===== config.mk =====
export PLATFORM = sky130hd
export DESIGN_NAME = simt_branch_unit_flat
export DESIGN_NICKNAME = d
export VERILOG_FILES = /design/src/rtl/simt_branch_unit_if.sv /design/src/rtl/simt_branch_unit.sv /design/src/flat_wrapper.sv
export SDC_FILE = /design/constraint.sdc
export NUM_CORES = 1
export LEC_CHECK = 0
export CAP_MARGIN = 5
export CELL_PAD_IN_SITES_DETAIL_PLACEMENT = 1
export CELL_PAD_IN_SITES_GLOBAL_PLACEMENT = 2
export CORE_ASPECT_RATIO = 2
export CORE_MARGIN = 4
export CORE_UTILIZATION = 25
export DETAILED_ROUTE_END_ITERATION = 12
export HOLD_SLACK_MARGIN = 0.05
export PLACE_DENSITY_LB_ADDON = 0.1
export SETUP_SLACK_MARGIN = 0.2
export SYNTH_ARGS = -nofsm -noshare
export SYNTH_HDL_FRONTEND = slang
export SYNTH_SLANG_ARGS = --single-unit

===== constraint.sdc =====
create_clock -name clk -period 6.6 [get_ports clk]
set_input_delay 0.99 -clock clk [delete_from_list [all_inputs] [get_ports clk]]
set_output_delay 0.99 -clock clk [all_outputs]
set_load 0.01 [all_outputs]

===== src/rtl/simt_branch_unit_if.sv =====
// simt_branch_unit bus: decoder/ALU inputs and warp PC/mask outputs.
// master drives the decode side, slave is the branch unit.
interface simt_branch_unit_if #(
   parameter int DATA_BITS   = 8,
   parameter int ADDR_BITS   = 8,
   parameter int THREADS     = 4,
   parameter int STACK_DEPTH = 4
);
   localparam int DW = $clog2(STACK_DEPTH + 1);

   logic                 enable;
   logic                 start;
   logic [THREADS-1:0]   start_mask;
   logic [2:0]           core_state;
   logic [2:0]           decoded_nzp;
   logic [ADDR_BITS-1:0] decoded_immediate;
   logic                 decoded_nzp_write_enable;
   logic                 decoded_pc_mux;
   logic                 decoded_sync;
   logic [DATA_BITS-1:0] alu_out [THREADS];
   logic [ADDR_BITS-1:0] warp_pc;
   logic [THREADS-1:0]   active_mask;
   logic [DW-1:0]        stack_depth;
   logic                 stack_overflow;

   modport master (
      output enable, start, start_mask, core_state,
      output decoded_nzp, decoded_immediate,
      output decoded_nzp_write_enable,
      output decoded_pc_mux, decoded_sync, alu_out,
      input  warp_pc, active_mask,
      input  stack_depth, stack_overflow
   );

   modport slave (
      input  enable, start, start_mask, core_state,
      input  decoded_nzp, decoded_immediate,
      input  decoded_nzp_write_enable,
      input  decoded_pc_mux, decoded_sync, alu_out,
      output warp_pc, active_mask,
      output stack_depth, stack_overflow
   );
endinterface


===== src/rtl/simt_branch_unit.sv =====
// SIMT branch/PC unit: shared warp PC, active mask,
// per-thread NZP and a reconvergence stack.
module simt_branch_unit #(
   parameter int DATA_BITS   = 8,
   parameter int ADDR_BITS   = 8,
   parameter int THREADS     = 4,
   parameter int STACK_DEPTH = 4
) (
   input logic clk,
   input logic reset,
   simt_branch_unit_if.slave bus
);
   localparam int DW = $clog2(STACK_DEPTH + 1);
   localparam int IW =
      (STACK_DEPTH > 1) ? $clog2(STACK_DEPTH) : 1;

   logic [ADDR_BITS-1:0] r_pc;
   logic [THREADS-1:0]   r_mask;
   logic [DW-1:0]        r_depth;
   logic                 r_ovf;
   logic [2:0]           r_nzp [THREADS];
   logic [THREADS-1:0]   r_pend_mask [STACK_DEPTH];
   logic [ADDR_BITS-1:0] r_pend_pc [STACK_DEPTH];
   logic [THREADS-1:0]   r_reconv [STACK_DEPTH];

   logic [THREADS-1:0]   w_taken;
   logic [IW-1:0]        w_top;
   logic [IW-1:0]        w_push_idx;
   logic                 w_empty;
   logic                 w_full;
   logic [ADDR_BITS-1:0] w_pc_inc;
   logic [ADDR_BITS-1:0] w_pc_nxt;
   logic [THREADS-1:0]   w_mask_nxt;
   logic [DW-1:0]        w_depth_nxt;
   logic                 w_ovf_nxt;
   logic                 w_push;
   logic                 w_clr_pend;
   logic                 w_pu;
   logic                 w_nzp_we;
   logic                 w_unused;

   // per-thread branch condition and unused ALU bits
   always_comb begin
      w_taken  = '0;
      w_unused = 1'b0;
      for (int i = 0; i < THREADS; i++) begin
         w_taken[i] = r_mask[i] &
            (|(r_nzp[i] & bus.decoded_nzp));
         w_unused = w_unused ^ (^bus.alu_out[i]);
      end
   end

   // stack pointers and state decode
   always_comb begin
      w_empty    = (r_depth == '0);
      w_full     = (r_depth == DW'(STACK_DEPTH));
      w_top      = w_empty ? '0 :
                   IW'(r_depth - DW'(1));
      w_push_idx = IW'(r_depth);
      w_pc_inc   = r_pc + ADDR_BITS'(1);
      w_pu       = bus.enable &&
                   (bus.core_state == 3'b101);
      w_nzp_we   = bus.enable &&
                   (bus.core_state == 3'b110) &&
                   bus.decoded_nzp_write_enable;
   end

   // PC-update next state: sync, branch or sequential
   always_comb begin
      w_pc_nxt    = r_pc;
      w_mask_nxt  = r_mask;
      w_depth_nxt = r_depth;
      w_ovf_nxt   = r_ovf;
      w_push      = 1'b0;
      w_clr_pend  = 1'b0;
      if (w_pu) begin
         if (bus.decoded_sync) begin
            if (w_empty) begin
               w_pc_nxt = w_pc_inc;
            end else if (r_pend_mask[w_top] != '0) begin
               w_mask_nxt = r_pend_mask[w_top];
               w_pc_nxt   = r_pend_pc[w_top];
               w_clr_pend = 1'b1;
            end else begin
               w_mask_nxt  = r_reconv[w_top];
               w_depth_nxt = r_depth - DW'(1);
               w_pc_nxt    = w_pc_inc;
            end
         end else if (bus.decoded_pc_mux) begin
            if (w_taken == r_mask) begin
               w_pc_nxt = bus.decoded_immediate;
            end else if (w_taken == '0) begin
               w_pc_nxt = w_pc_inc;
            end else begin
               w_mask_nxt = w_taken;
               w_pc_nxt   = bus.decoded_immediate;
               if (!w_full) begin
                  w_push      = 1'b1;
                  w_depth_nxt = r_depth + DW'(1);
               end else begin
                  w_ovf_nxt = 1'b1;
               end
            end
         end else begin
            w_pc_nxt = w_pc_inc;
         end
      end
   end

   // warp state, nzp and stack registers
   always_ff @(posedge clk) begin
      if (reset) begin
         r_pc    <= '0;
         r_mask  <= '0;
         r_depth <= '0;
         r_ovf   <= 1'b0;
         for (int i = 0; i < THREADS; i++)
            r_nzp[i] <= 3'b000;
         for (int s = 0; s < STACK_DEPTH; s++) begin
            r_pend_mask[s] <= '0;
            r_pend_pc[s]   <= '0;
            r_reconv[s]    <= '0;
         end
      end else if (bus.start) begin
         r_pc    <= '0;
         r_mask  <= bus.start_mask;
         r_depth <= '0;
         r_ovf   <= 1'b0;
      end else begin
         r_pc    <= w_pc_nxt;
         r_mask  <= w_mask_nxt;
         r_depth <= w_depth_nxt;
         r_ovf   <= w_ovf_nxt;
         if (w_nzp_we) begin
            for (int i = 0; i < THREADS; i++)
               if (r_mask[i])
                  r_nzp[i] <= bus.alu_out[i][2:0];
         end
         if (w_push) begin
            r_pend_mask[w_push_idx] <= r_mask & ~w_taken;
            r_pend_pc[w_push_idx]   <= w_pc_inc;
            r_reconv[w_push_idx]    <= r_mask;
         end
         if (w_clr_pend)
            r_pend_mask[w_top] <= '0;
      end
   end

   assign bus.warp_pc        = r_pc;
   assign bus.active_mask    = r_mask;
   assign bus.stack_depth    = r_depth;
   assign bus.stack_overflow = r_ovf;
endmodule


===== src/flat_wrapper.sv =====
// flat-port wrapper written by rule: the top's interface ports become plain ports
module simt_branch_unit_flat 
#(
   parameter int DATA_BITS   = 8,
   parameter int ADDR_BITS   = 8,
   parameter int THREADS     = 4,
   parameter int STACK_DEPTH = 4
)
  (clk, reset, bus_enable, bus_start, bus_start_mask, bus_core_state, bus_decoded_nzp, bus_decoded_immediate, bus_decoded_nzp_write_enable, bus_decoded_pc_mux, bus_decoded_sync, bus_alu_out, bus_warp_pc, bus_active_mask, bus_stack_depth, bus_stack_overflow);
  simt_branch_unit_if #(.DATA_BITS(DATA_BITS), .ADDR_BITS(ADDR_BITS), .THREADS(THREADS), .STACK_DEPTH(STACK_DEPTH)) bus_i ();
  input logic clk;
  input logic reset;
  input wire logic [$bits(bus_i.enable)-1:0] bus_enable;
  input wire logic [$bits(bus_i.start)-1:0] bus_start;
  input wire logic [$bits(bus_i.start_mask)-1:0] bus_start_mask;
  input wire logic [$bits(bus_i.core_state)-1:0] bus_core_state;
  input wire logic [$bits(bus_i.decoded_nzp)-1:0] bus_decoded_nzp;
  input wire logic [$bits(bus_i.decoded_immediate)-1:0] bus_decoded_immediate;
  input wire logic [$bits(bus_i.decoded_nzp_write_enable)-1:0] bus_decoded_nzp_write_enable;
  input wire logic [$bits(bus_i.decoded_pc_mux)-1:0] bus_decoded_pc_mux;
  input wire logic [$bits(bus_i.decoded_sync)-1:0] bus_decoded_sync;
  input wire logic [$bits(bus_i.alu_out)-1:0] bus_alu_out;
  output wire logic [$bits(bus_i.warp_pc)-1:0] bus_warp_pc;
  output wire logic [$bits(bus_i.active_mask)-1:0] bus_active_mask;
  output wire logic [$bits(bus_i.stack_depth)-1:0] bus_stack_depth;
  output wire logic [$bits(bus_i.stack_overflow)-1:0] bus_stack_overflow;
  assign bus_i.enable = bus_enable;
  assign bus_i.start = bus_start;
  assign bus_i.start_mask = bus_start_mask;
  assign bus_i.core_state = bus_core_state;
  assign bus_i.decoded_nzp = bus_decoded_nzp;
  assign bus_i.decoded_immediate = bus_decoded_immediate;
  assign bus_i.decoded_nzp_write_enable = bus_decoded_nzp_write_enable;
  assign bus_i.decoded_pc_mux = bus_decoded_pc_mux;
  assign bus_i.decoded_sync = bus_decoded_sync;
  assign bus_i.alu_out = {>>{bus_alu_out}};
  assign bus_warp_pc = bus_i.warp_pc;
  assign bus_active_mask = bus_i.active_mask;
  assign bus_stack_depth = bus_i.stack_depth;
  assign bus_stack_overflow = bus_i.stack_overflow;
  simt_branch_unit #(.DATA_BITS(DATA_BITS), .ADDR_BITS(ADDR_BITS), .THREADS(THREADS), .STACK_DEPTH(STACK_DEPTH)) u_core (.clk(clk), .reset(reset), .bus(bus_i));
endmodule

* Yosys cells after proc, flatten, opt, wreduce, memory -nomap -nowiden *
Memories as Yosys holds them, arrays and structs flattened.
Index checks and enable logic that the tools add are counted.

operators by class
  add/subtract/negate cells = 3
  multipliers = 0
  divide/modulo/power cells = 0
  magnitude comparators = 0
  equal/unequal tests = 12
  shift-type cells = 0
  mux-type cells = 78
  bitwise logic cells = 17
  reductions and logical operators = 21

operators by type and width
  kind                 number
  $mux 8               7
  $mux 1               44
  $mux 4               11
  $mux 3               11
  $and 3x3->3          4
  $reduce_or 3->1      4
  $reduce_or 4->1      3
  $mux 2               5
  $ne 2x2->1 const B   5
  $eq 3x3->1 const B   3
  $ne 3x3->1 const B   3
  $add 8x1->8 const B  1
  $reduce_or 8->1      1
  $reduce_and 7->1     1
  $reduce_and 6->1     1
  $reduce_and 5->1     1
  $and 1x1->1          4
  $and 4x4->4          1
  $eq 4x4->1           1
  $logic_not 4->1      1
  $not 4->4            1
  $or 1x1->1           4
  $reduce_bool 2->1    2
  $reduce_bool 4->1    1
  7 further kinds      11

word-level totals
  bits in registers = 16
  bits in latches = 0
  RAM bits = 76
  memory bits (read-only) = 0
  input port bits = 57
  output and inout port bits = 16
  memories kept = 4

memories
  memory              words  bits a word  read ports  clocked after Yosys merged registers in  write ports  line                    source
  u_core.r_pend_pc    4      8            1           0                                        4            simt_branch_unit.sv:23  logic [ADDR_BITS-1:0] r_pend_pc [STACK_DEPTH];
  u_core.r_pend_mask  4      4            1           0                                        4            simt_branch_unit.sv:22  logic [THREADS-1:0] r_pend_mask [STACK_DEPTH];
  u_core.r_reconv     4      4            1           0                                        4            simt_branch_unit.sv:24  logic [THREADS-1:0] r_reconv [STACK_DEPTH];
  u_core.r_nzp        4      3            4           0                                        4            simt_branch_unit.sv:21  logic [2:0] r_nzp [THREADS];

* Logic depth before layout (Yosys ltp) *
Gate-level depths: netlist (run 1).

  word-level depth = 16
  gate-level depth with buffers = 13
  gate-level depth less buffers = 9

* Least setup slack after synthesis (run 1) *
OpenSTA, ideal clock, no wires.

  kind = reg2reg
  start = register u_core.r_depth[0] (netlist: u_core.bus.stack_depth[0])
  end = memory u_core.r_pend_pc[0][0], enable pin
  setup time = 0.359 ns
  arrival = 3.121 ns
  required time = 6.241 ns
  slack = 3.120 ns
  stages on the path, launching flop included = 12
  path buffers = 2
  cells stage by stage = dfxtp_1 clkbuf_1 inv_1 ha_1 ha_1 or2_1 buf_6 mux4_2 o211a_4 nor3_2 o211ai_2 nand2b_1

RTL lines
  element                 line                     source
  from (decl)             simt_branch_unit.sv:19   logic [DW-1:0] r_depth;
  from (signal assigned)  simt_branch_unit.sv:132  r_depth <= w_depth_nxt;
  to (decl)               simt_branch_unit.sv:23

==> results of run 1 <==
## where the power goes
group | internal, mW | total, mW | switching, mW | leakage [nW]
Combinational | 0.0474 | 0.105 | 0.0581 | 1.05
Sequential | 0.644 | 0.654 | 0.0102 | 0.914
Clock | 0.297 | 0.539 | 0.243 | 0.145
## cell usage after synthesis, drive strengths merged, types with 4 or more instances
cell type / instances
inv: 22
a21oi: 11
clkbuf: 20
mux2i: 10
nor2: 88
a21o: 5
or3: 8
a31oi: 7
xnor2: 4
and3: 20
nor3: 9
nand2: 49
nor2b: 6
a222oi: 4
mux4: 5
a22oi: 4
a211oi: 13
o21ai: 21
nand2b: 8
ha: 5
edfxtp: 76
or2: 6
buf: 6
nand3: 9
dfxtp: 16
## how the worst max path moves through the flow
stage / slack [ns] / end
floorplan: 3.12 / u_core.r_pend_pc[0][0]
global placement: 2.14 / u_core.r_pend_pc[0][3]
detailed placement: 2.04 / u_core.r_pend_pc[0][3]
CTS: 2.03 / u_core.r_reconv[0][2]
global route: 1.77 / u_core.r_reconv[0][3]
finish: 2.15 / u_core.r_reconv[0][3]
## stage by stage
stage	cells	worst slack, ns
floorplan	475	3.12
global placement	767	2.14
detailed placement	767	2.04
CTS	783	2.03
global route	783	1.77
finish	783	2.15
## routing by layer
layer | part of all wire (%) | wire (um) | vias to the layer above | track usage [%]
met5 | 0 | 0 | - | 0
met4 | 3.6 | 602 | 0 | 7.32
met3 | 2.2 | 363 | 17 | 2.43
met2 | 60 | 10100 | 51 | 33.2
met1 | 34 | 5660 | 1902 | 15.1
li1 | - | - | 1822 | -
## logic make-up after synthesis
group           Yosys count  share of synthesized area [%]
simple gates            213                           20.6
compound gates           92                           13.7
flops                    92                           54.0
buf+inv                  48                           4.13
mux                      18                           5.11
xor+xnor                  7                           1.27
fa+ha+maj                 5                           1.30
## critical path: stages (launching register included)
cell      delay, ns
dfxtp_1        0.31
buf_4          0.21
inv_1          0.14
ha_1           0.29
ha_1           0.24
or2_1          0.35
buf_4          0.29
a211oi_1       0.46
o211a_4        0.36
nor3_2         0.12
o211ai_2       0.65
nand2b_1       0.59
## final cells by class
| cell class | count | area share, % |
|---|---|---|
| flip-flops and latches | 92 | 43.9 |
| multi-input cells | 335 | 34.1 |
| repair buffers | 63 | 10.2 |
| well taps | 255 | 5.38 |
| clock buffers | 9 | 3.80 |
| inverters | 22 | 1.39 |
| clock inverters | 7 | 1.27 |
## flip-flops by register name, summed over array words and instances (netlist names)
name                       cells
u_core.bus.active_mask         4
u_core.bus.stack_overflow      1
u_core.r_nzp                  12
u_core.bus.warp_pc             8
u_core.bus.stack_depth         3
u_core.r_pend_pc              32
u_core.r_reconv               16
u_core.r_pend_mask            16
==> results.yml, run 1 <==
synth:
  yosysSeqAreaShare_pct: 54.0
  yosys_warnings: 0
  ys_seq_elements: 92
  ys_async_sr_fraction_pct: 0
  syn_inst: 475
  netlist_area_sq_um: 4820
  syn_nets: 537
  synth_edf_count: 76
  yosys.area.top_type: "edfxtp_1"
  synth_top_area_share_pct: 47.3
  synth_area_per_cell_sq_um: 10.2
  synth_cell_types: 60
  netlist_top_cells_area: "edfxtp_1 (47%), nor2_1 (6.9%), dfxtp_1 (6.6%), nand2_1 (3.7%), and3_1 (2.6%)"
  ys.flop_type: "edfxtp_1"
die:
  ios: 73
  die_h_um: 204
  start_util_pct: 25.5
  row_count: 71
  die_area_sq_um: 21700
  die_x_um: 106
  core_area_sq_um: 18900
sta:
  period_minus_slack_ns: 4.45
  grt_setup_unrepaired: "no"
  final-setup-viol-count: 0
  relSlewSlack_pct: 18.5
  skew_ns: 0.00855
  holdWs_ns: 0.487
  fin_crit_sh_pct: 67.4
  max_freq_mhz: 225
  slew_violations: 0
  hold_viol_final: 0
  tns_ns: 0
  tightest_slew_ns: 1.22
hold_path:
  hold_start: "u_core.bus.stack_overflow"
  min_path_type: "flip-flop to flip-flop"
  min_to: "u_core.bus.stack_overflow"
  min_path_cells: 2
critical_path:
  worst_setup_path_end_kind: "flip-flop"
  r2r_cells: 11
  r2r-end: "u_core.r_reconv[0][3]"
  critPathRequiredTime_ns: 6.54
  crit_path_max_fanout: 21
  r2r_setup_slack_ns: 2.15
  crit_arrival_ns: 4.39
  worstSetupPathType: "flip-flop to flip-flop"
  cp-startpoint: "u_core.bus.stack_depth[0]"
  critPathLaunchType: "flip-flop"
  reg2reg_from: "u_core.bus.stack_depth[0]"
detailed_routing:
  drc_errors: 0
  drtPass1Iterations: 5
  drtIter0Drc: 132
  vias: 3792
  via_per_inst: 4.84
  routed_wl_um: 16700
  ant_nets: 0
  wl_per_cell_um: 21.3
finish:
  drive_gt1_share_pct: 8.90
  final_cell_mix: "nor2_1 (88), edfxtp_1 (76), clkdlybuf4s50_1 (52)"
  nNetsFinal: 585
  fill_cells: 2174
  diodes: 0
  final_util_pct: 31.3
  layout_commonest_cell: "nor2_1"
  final_area_sq_um: 5930
  regArea_sq_um: 2600
  multi_input_area_sq_um: 2020
  syn2layout_area_growth_pct: 23.0
placement:
  placed_area_sq_um: 5630
  hpwl_um: 12600
  routabilityCongestion: 0.723
  port_buffers: 52
clock_tree:
  numClockSinks: 92
  clockBufferDepth: 2
  clock-root-buffer: "clkbuf_16"
  cts_setup_buffers: 0
  cts.clk_slew.worst_paths_ns: 0.07
  cts_tree: "built"
  holdBufCountCts: 0
  insertion_delay_ns: 0.35
  numCtsBuffers: 9
  cts-resized-gates: 0
  cts-htree-levels: 3
grt:
  grt_antenna_before_repair: 0
  grt_pass1_wl_um: 25600
  grt_usage_pct: 16.2
  grt_max_degree: 22
  gr-total-overflow: 0
  first_global_vias: 4238
power:
  ir_drop_mv: 0.102
  p_leak_nw: 2.11
  p_per_area_nw_per_um2: 219
  p_total_mw: 1.30
outcome:
  outcome: "finished, final reports clean"
flow_run:
  maxCapViolations: 0
(Power assumes the default switching activity.)
==> inputs of run 2 (changes only) <==
==> constraint.sdc (replaced) <==
create_clock -name clk -period 3.8 [get_ports clk]
set_input_delay 0.57 -clock clk [delete_from_list [all_inputs] [get_ports clk]]
set_output_delay 0.57 -clock clk [all_outputs]
set_load 0.01 [all_outputs]
==> results.yml, run 2 (synthesized netlist as in run 1, its figures left out) <==
critical_path:
  cpPeakStageDelay_ns: 0.61
  path_cells: "inv_1 -> ha_1 -> ha_1 -> or2_1 -> mux4_2 -> o211a_4 -> buf_4 -> a2111oi_0 -> a211oi_1 -> nor4_1"
  crit_arrival_ns: 3.58
  critPathSlowestCell: "mux4_2"
  worst_setup_path_end_kind: "flip-flop"
  crit_path_max_fanout: 12
  critPathRequiredTime_ns: 4.06
  crit_top_cell: "ha_1"
  worstSetupPathType: "flip-flop to flip-flop"
  critPathLaunchType: "flip-flop"
grt:
  gr-total-overflow: 0
  grt_usage_pct: 16.5
  grt_max_degree: 21
  grt_pass1_wl_um: 26100
  first_global_vias: 4378
  grt_antenna_before_repair: 0
finish:
  regMostFlops: "u_core.r_pend_pc"
  largest_register_ffs: 32
  drive_gt1_share_pct: 12.5
  diodes: 0
  final_area_sq_um: 6080
  final_cell_mix: "nor2_1 (88), edfxtp_1 (76), clkdlybuf4s50_1 (52)"
  layoutNonFillerInstCount: 806
  nNetsFinal: 609
  layout_commonest_cell: "nor2_1"
  syn2layout_area_growth_pct: 26.1
  reg.largest.list: "u_core.r_pend_pc x32, u_core.r_pend_mask x16, u_core.r_reconv x16"
clock_tree:
  cts-htree-levels: 3
  cts.clk_slew.worst_paths_ns: 0.08
  insertion_delay_ns: 0.35
  clockBufferDepth: 2
  numCtsBuffers: 9
  cts_tree: "built"
  holdBufCountCts: 0
  clock-root-buffer: "clkbuf_16"
  numClockSinks: 92
sta:
  skew_ns: 0.0137
  tightest_slew_ns: 0.868
  period_minus_slack_ns: 3.32
  slew_violations: 0
  holdWs_ns: 0.490
  grt_setup_unrepaired: "no"
  relSlewSlack_pct: 41.7
  hold_viol_final: 0
  setup_ws_ns: 0.478
  max_freq_mhz: 301
  final-setup-viol-count: 0
  tns_ns: 0
  fin_crit_sh_pct: 87.4
detailed_routing:
  drc_errors: 0
  drtPass1Iterations: 4
  drtIter0Drc: 110
  wl_per_cell_um: 21.5
  via_per_inst: 4.97
  ant_nets: 0
  routed_wl_um: 17300
  vias: 4002
placement:
  port_buffers: 52
  placed_area_sq_um: 5810
  hpwl_um: 13100
  preCtsSetupSlack_ns: 0.219
  routabilityCongestion: 0.771
  place_inst: 791
hold_path:
  min_path_type: "flip-flop to flip-flop"
die:
  die_area_sq_um: 21700
  core_area_sq_um: 18900
  die_x_um: 106
  die_h_um: 204
  start_util_pct: 25.5
  row_count: 71
  ios: 73
power:
  p_per_area_nw_per_um2: 359
  p_leak_nw: 2.22
  ir_drop_mv: 0.255
flow_run:
  maxCapViolations: 0
outcome:
  outcome: "finished, final reports clean"
-- run 2: path summary, 6_finish.rpt --
kind                                   from                         to  slack [ns]  cells after the start
setup / recovery  u_core.bus.stack_depth[0]      u_core.bus.warp_pc[0]        0.48                     10
hold / removal    u_core.bus.stack_overflow  u_core.bus.stack_overflow        0.49                      2
setup reg to reg  u_core.bus.stack_depth[0]      u_core.bus.warp_pc[0]        0.48                     10
hold reg to reg   u_core.bus.stack_overflow  u_core.bus.stack_overflow        0.49                      2
-- run 2: through the flow --
step	utilization, %	power [mW]
finish	32.1	2.18
global route	32.1	2.26
CTS	32.1	2.21
detailed placement	30.7	1.36
global placement	30.7	1.35
floorplan	-	1.25
-- run 2: timing repair --
action,4_1_cts,5_1_grt
setup buffers,0,0
hold endpoints to repair,0,0
gates resized for setup,0,1
endpoints found under the setup margin,0,4
-- run 2: power by group --
group	internal [mW]	leakage (nW)	switching [mW]
logic	0.0910	1.17	0.103
clock network	0.442	0.132	0.410
registers	1.12	0.914	0.0182
total	1.65	2.22	0.531
-- run 2: final cells by class --
cell class                 instances  area [sq um]
clock inverter                     6          41.3
sequential                        92          2600
fill                            2147         12800
tap                              255           319
clock buffer                       9           225
timing repair buffer              87           783
inverter                          22          82.6
multi-input combinational        335          2030
-- run 2: critical path, delay by kind of cell, from the launching register on --
family / cells / cell delay (ns)
and+or+nand+nor: 2 / 0.61
AOI/OAI and AO/OA: 3 / 0.84
adders and majority gates: 2 / 0.51
muxes: 1 / 0.61
buffers and inverters: 2 / 0.34
DFF: 1 / 0.32
-- run 2: routing by layer --
| layer | share of wire, % | vias up | global-route usage [%] | wire [um] |
|---|---|---|---|---|
| met2 | 61 | 54 | 34.4 | 10500 |
| met5 | 0 | - | 0 | 0 |
| met3 | 1.8 | 22 | 2.02 | 318 |
| li1 | - | 1874 | - | - |
| met4 | 3.4 | 0 | 7.46 | 583 |
| met1 | 34 | 2052 | 15.1 | 5920 |
==> inputs of run 3 (changes only) <==
==> constraint.sdc (replaced) <==
create_clock -name clk -period 3.8 [get_ports clk]
set_input_delay 0.95 -clock clk [delete_from_list [all_inputs] [get_ports clk]]
set_output_delay 0.95 -clock clk [all_outputs]
set_load 0.01 [all_outputs]
==> results.yml, run 3 (synthesized netlist as in run 1, its figures left out) <==
outcome:
  outcome: "finished, final reports clean"
finish:
  largest_register_ffs: 32
  drive_gt1_share_pct: 13.2
  reg.largest.list: "u_core.r_pend_pc x32, u_core.r_pend_mask x16, u_core.r_reconv x16"
  layoutNonFillerInstCount: 810
  fill_cells: 2162
  final_cell_mix: "nor2_1 (88), edfxtp_1 (76), clkdlybuf4s50_1 (52)"
  final_area_sq_um: 6140
  final_util_pct: 32.5
  layout_commonest_cell: "nor2_1"
  syn2layout_area_growth_pct: 27.4
  nNetsFinal: 613
  diodes: 0
  regMostFlops: "u_core.r_pend_pc"
clock_tree:
  cts_setup_buffers: 0
  holdBufCountCts: 0
  insertion_delay_ns: 0.35
  numCtsBuffers: 9
  cts-htree-levels: 3
  cts.clk_slew.worst_paths_ns: 0.06
  numClockSinks: 92
  clockBufferDepth: 2
  cts_tree: "built"
  cts-resized-gates: 0
  clock-root-buffer: "clkbuf_16"
placement:
  routabilityCongestion: 0.755
  port_buffers: 52
  placed_area_sq_um: 5880
  hpwl_um: 13100
  preCtsSetupSlack_ns: 0.0728
  place_inst: 795
sta:
  hold_viol_final: 0
  skew_ns: 0.00853
  max_freq_mhz: 297
  period_minus_slack_ns: 3.36
  slew_violations: 0
  final-setup-viol-count: 0
  tightest_slew_ns: 0.791
  setup_ws_ns: 0.435
  grt_setup_unrepaired: "no"
  relSlewSlack_pct: 46.9
  tns_ns: 0
  holdWs_ns: 0.493
  fin_crit_sh_pct: 88.5
power:
  p_per_area_nw_per_um2: 355
  p_leak_nw: 2.25
  ir_drop_mv: 0.184
  p_total_mw: 2.18
detailed_routing:
  drc_errors: 0
  drtIter0Drc: 102
  via_per_inst: 4.84
  vias: 3919
  ant_nets: 0
  wl_per_cell_um: 21.0
  routed_wl_um: 17000
  drtPass1Iterations: 4
flow_run:
  maxCapViolations: 0
critical_path:
  path_cells: "clkdlybuf4s50_1 -> a222oi_1 -> buf_4 -> o22ai_1 -> a2bb2o_2 -> nor3_2 -> o211ai_2 -> nand2b_1 -> buf_12"
  endpoint: "u_core.r_reconv[0][0]"
  critPathSlowestCell: "clkdlybuf4s50_1"
  cp-startpoint: "bus_decoded_nzp[2]"
  cpPeakStageDelay_ns: 0.56
  r2r_setup_slack_ns: 0.51
  r2r_cells: 11
  worstSetupPathType: "input port to flip-flop"
  crit_path_max_fanout: 12
  reg2reg_from: "u_core.bus.stack_depth[0]"
  critPathTopFamily: "compound AO/OA/AOI/OAI gates"
  cp.depth: 9
  critPathLaunchType: "input port"
  crit_arrival_ns: 3.43
  worst_setup_path_end_kind: "flip-flop"
  critPathRequiredTime_ns: 3.86
  critPathBufInv: 3
  r2r-end: "u_core.r_pend_pc[0][4]"
die:
  die_h_um: 204
  die_area_sq_um: 21700
  ios: 73
  core_area_sq_um: 18900
  row_count: 71
  die_x_um: 106
  start_util_pct: 25.5
grt:
  grt_max_degree: 20
  grt_usage_pct: 16.4
  grt_antenna_before_repair: 0
  first_global_vias: 4269
  gr-total-overflow: 0
  grt_pass1_wl_um: 25900
hold_path:
  min_path_type: "flip-flop to flip-flop"
[run 3: changes by cell type in the layout (fill, tap and decap cells not counted), sizes merged]
| cell | previous run | this run |
|---|---|---|
| buf | 35 | 39 |
| inv | 23 | 24 |
| clkinv | 5 | 4 |
[run 3: worst register-to-register path, cell delays in order (launching register included)]
cell and delay [ns]:
dfxtp_1 0.34, inv_1 0.11, ha_1 0.28, ha_1 0.24
or2_1 0.31, buf_4 0.24, a211oi_1 0.44, o211a_4 0.37
nor3_2 0.14, o211ai_2 0.22, buf_4 0.26, nor2_1 0.07
[run 3: worst min path at each step]
stage / cells after the start / from / end / slack, ns
3_5_place_dp: 2 / u_core.bus.stack_overflow / u_core.bus.stack_overflow / 0.49
5_1_grt: 2 / u_core.bus.stack_overflow / u_core.bus.stack_overflow / 0.56
6_report: 2 / u_core.bus.stack_overflow / u_core.bus.stack_overflow / 0.49
3_3_place_gp: 2 / u_core.bus.stack_overflow / u_core.bus.stack_overflow / 0.47
4_1_cts: 2 / u_core.bus.stack_overflow / u_core.bus.stack_overflow / 0.50
2_1_floorplan: 2 / u_core.bus.stack_overflow / u_core.bus.stack_overflow / 0.50
[run 3: layout make-up]
type / count / area, sq um / area share, %
multi-input cells: 335 / 2030 / 33.0
clock inverters: 6 / 38.8 / 0.631
inverters: 22 / 82.6 / 1.34
clock buffers: 9 / 225 / 3.67
repair buffers: 91 / 851 / 13.8
well taps: 255 / 319 / 5.19
flip-flops and latches: 92 / 2600 / 42.4
[run 3: metal layers]
layer | track usage, % | vias to the layer above | part of all wire, %
li1 | - | 1880 | -
met1 | 15.7 | 1969 | 34
met2 | 33.7 | 53 | 61
met3 | 2.21 | 17 | 1.9
met4 | 6.58 | 0 | 2.9
met5 | 0 | - | 0
[run 3: where the power goes]
part	internal [mW]	switching, mW	leakage [nW]
combinational	0.0977	0.103	1.20
sequential	1.12	0.0184	0.914
clock	0.441	0.404	0.131
total	1.66	0.526	2.25
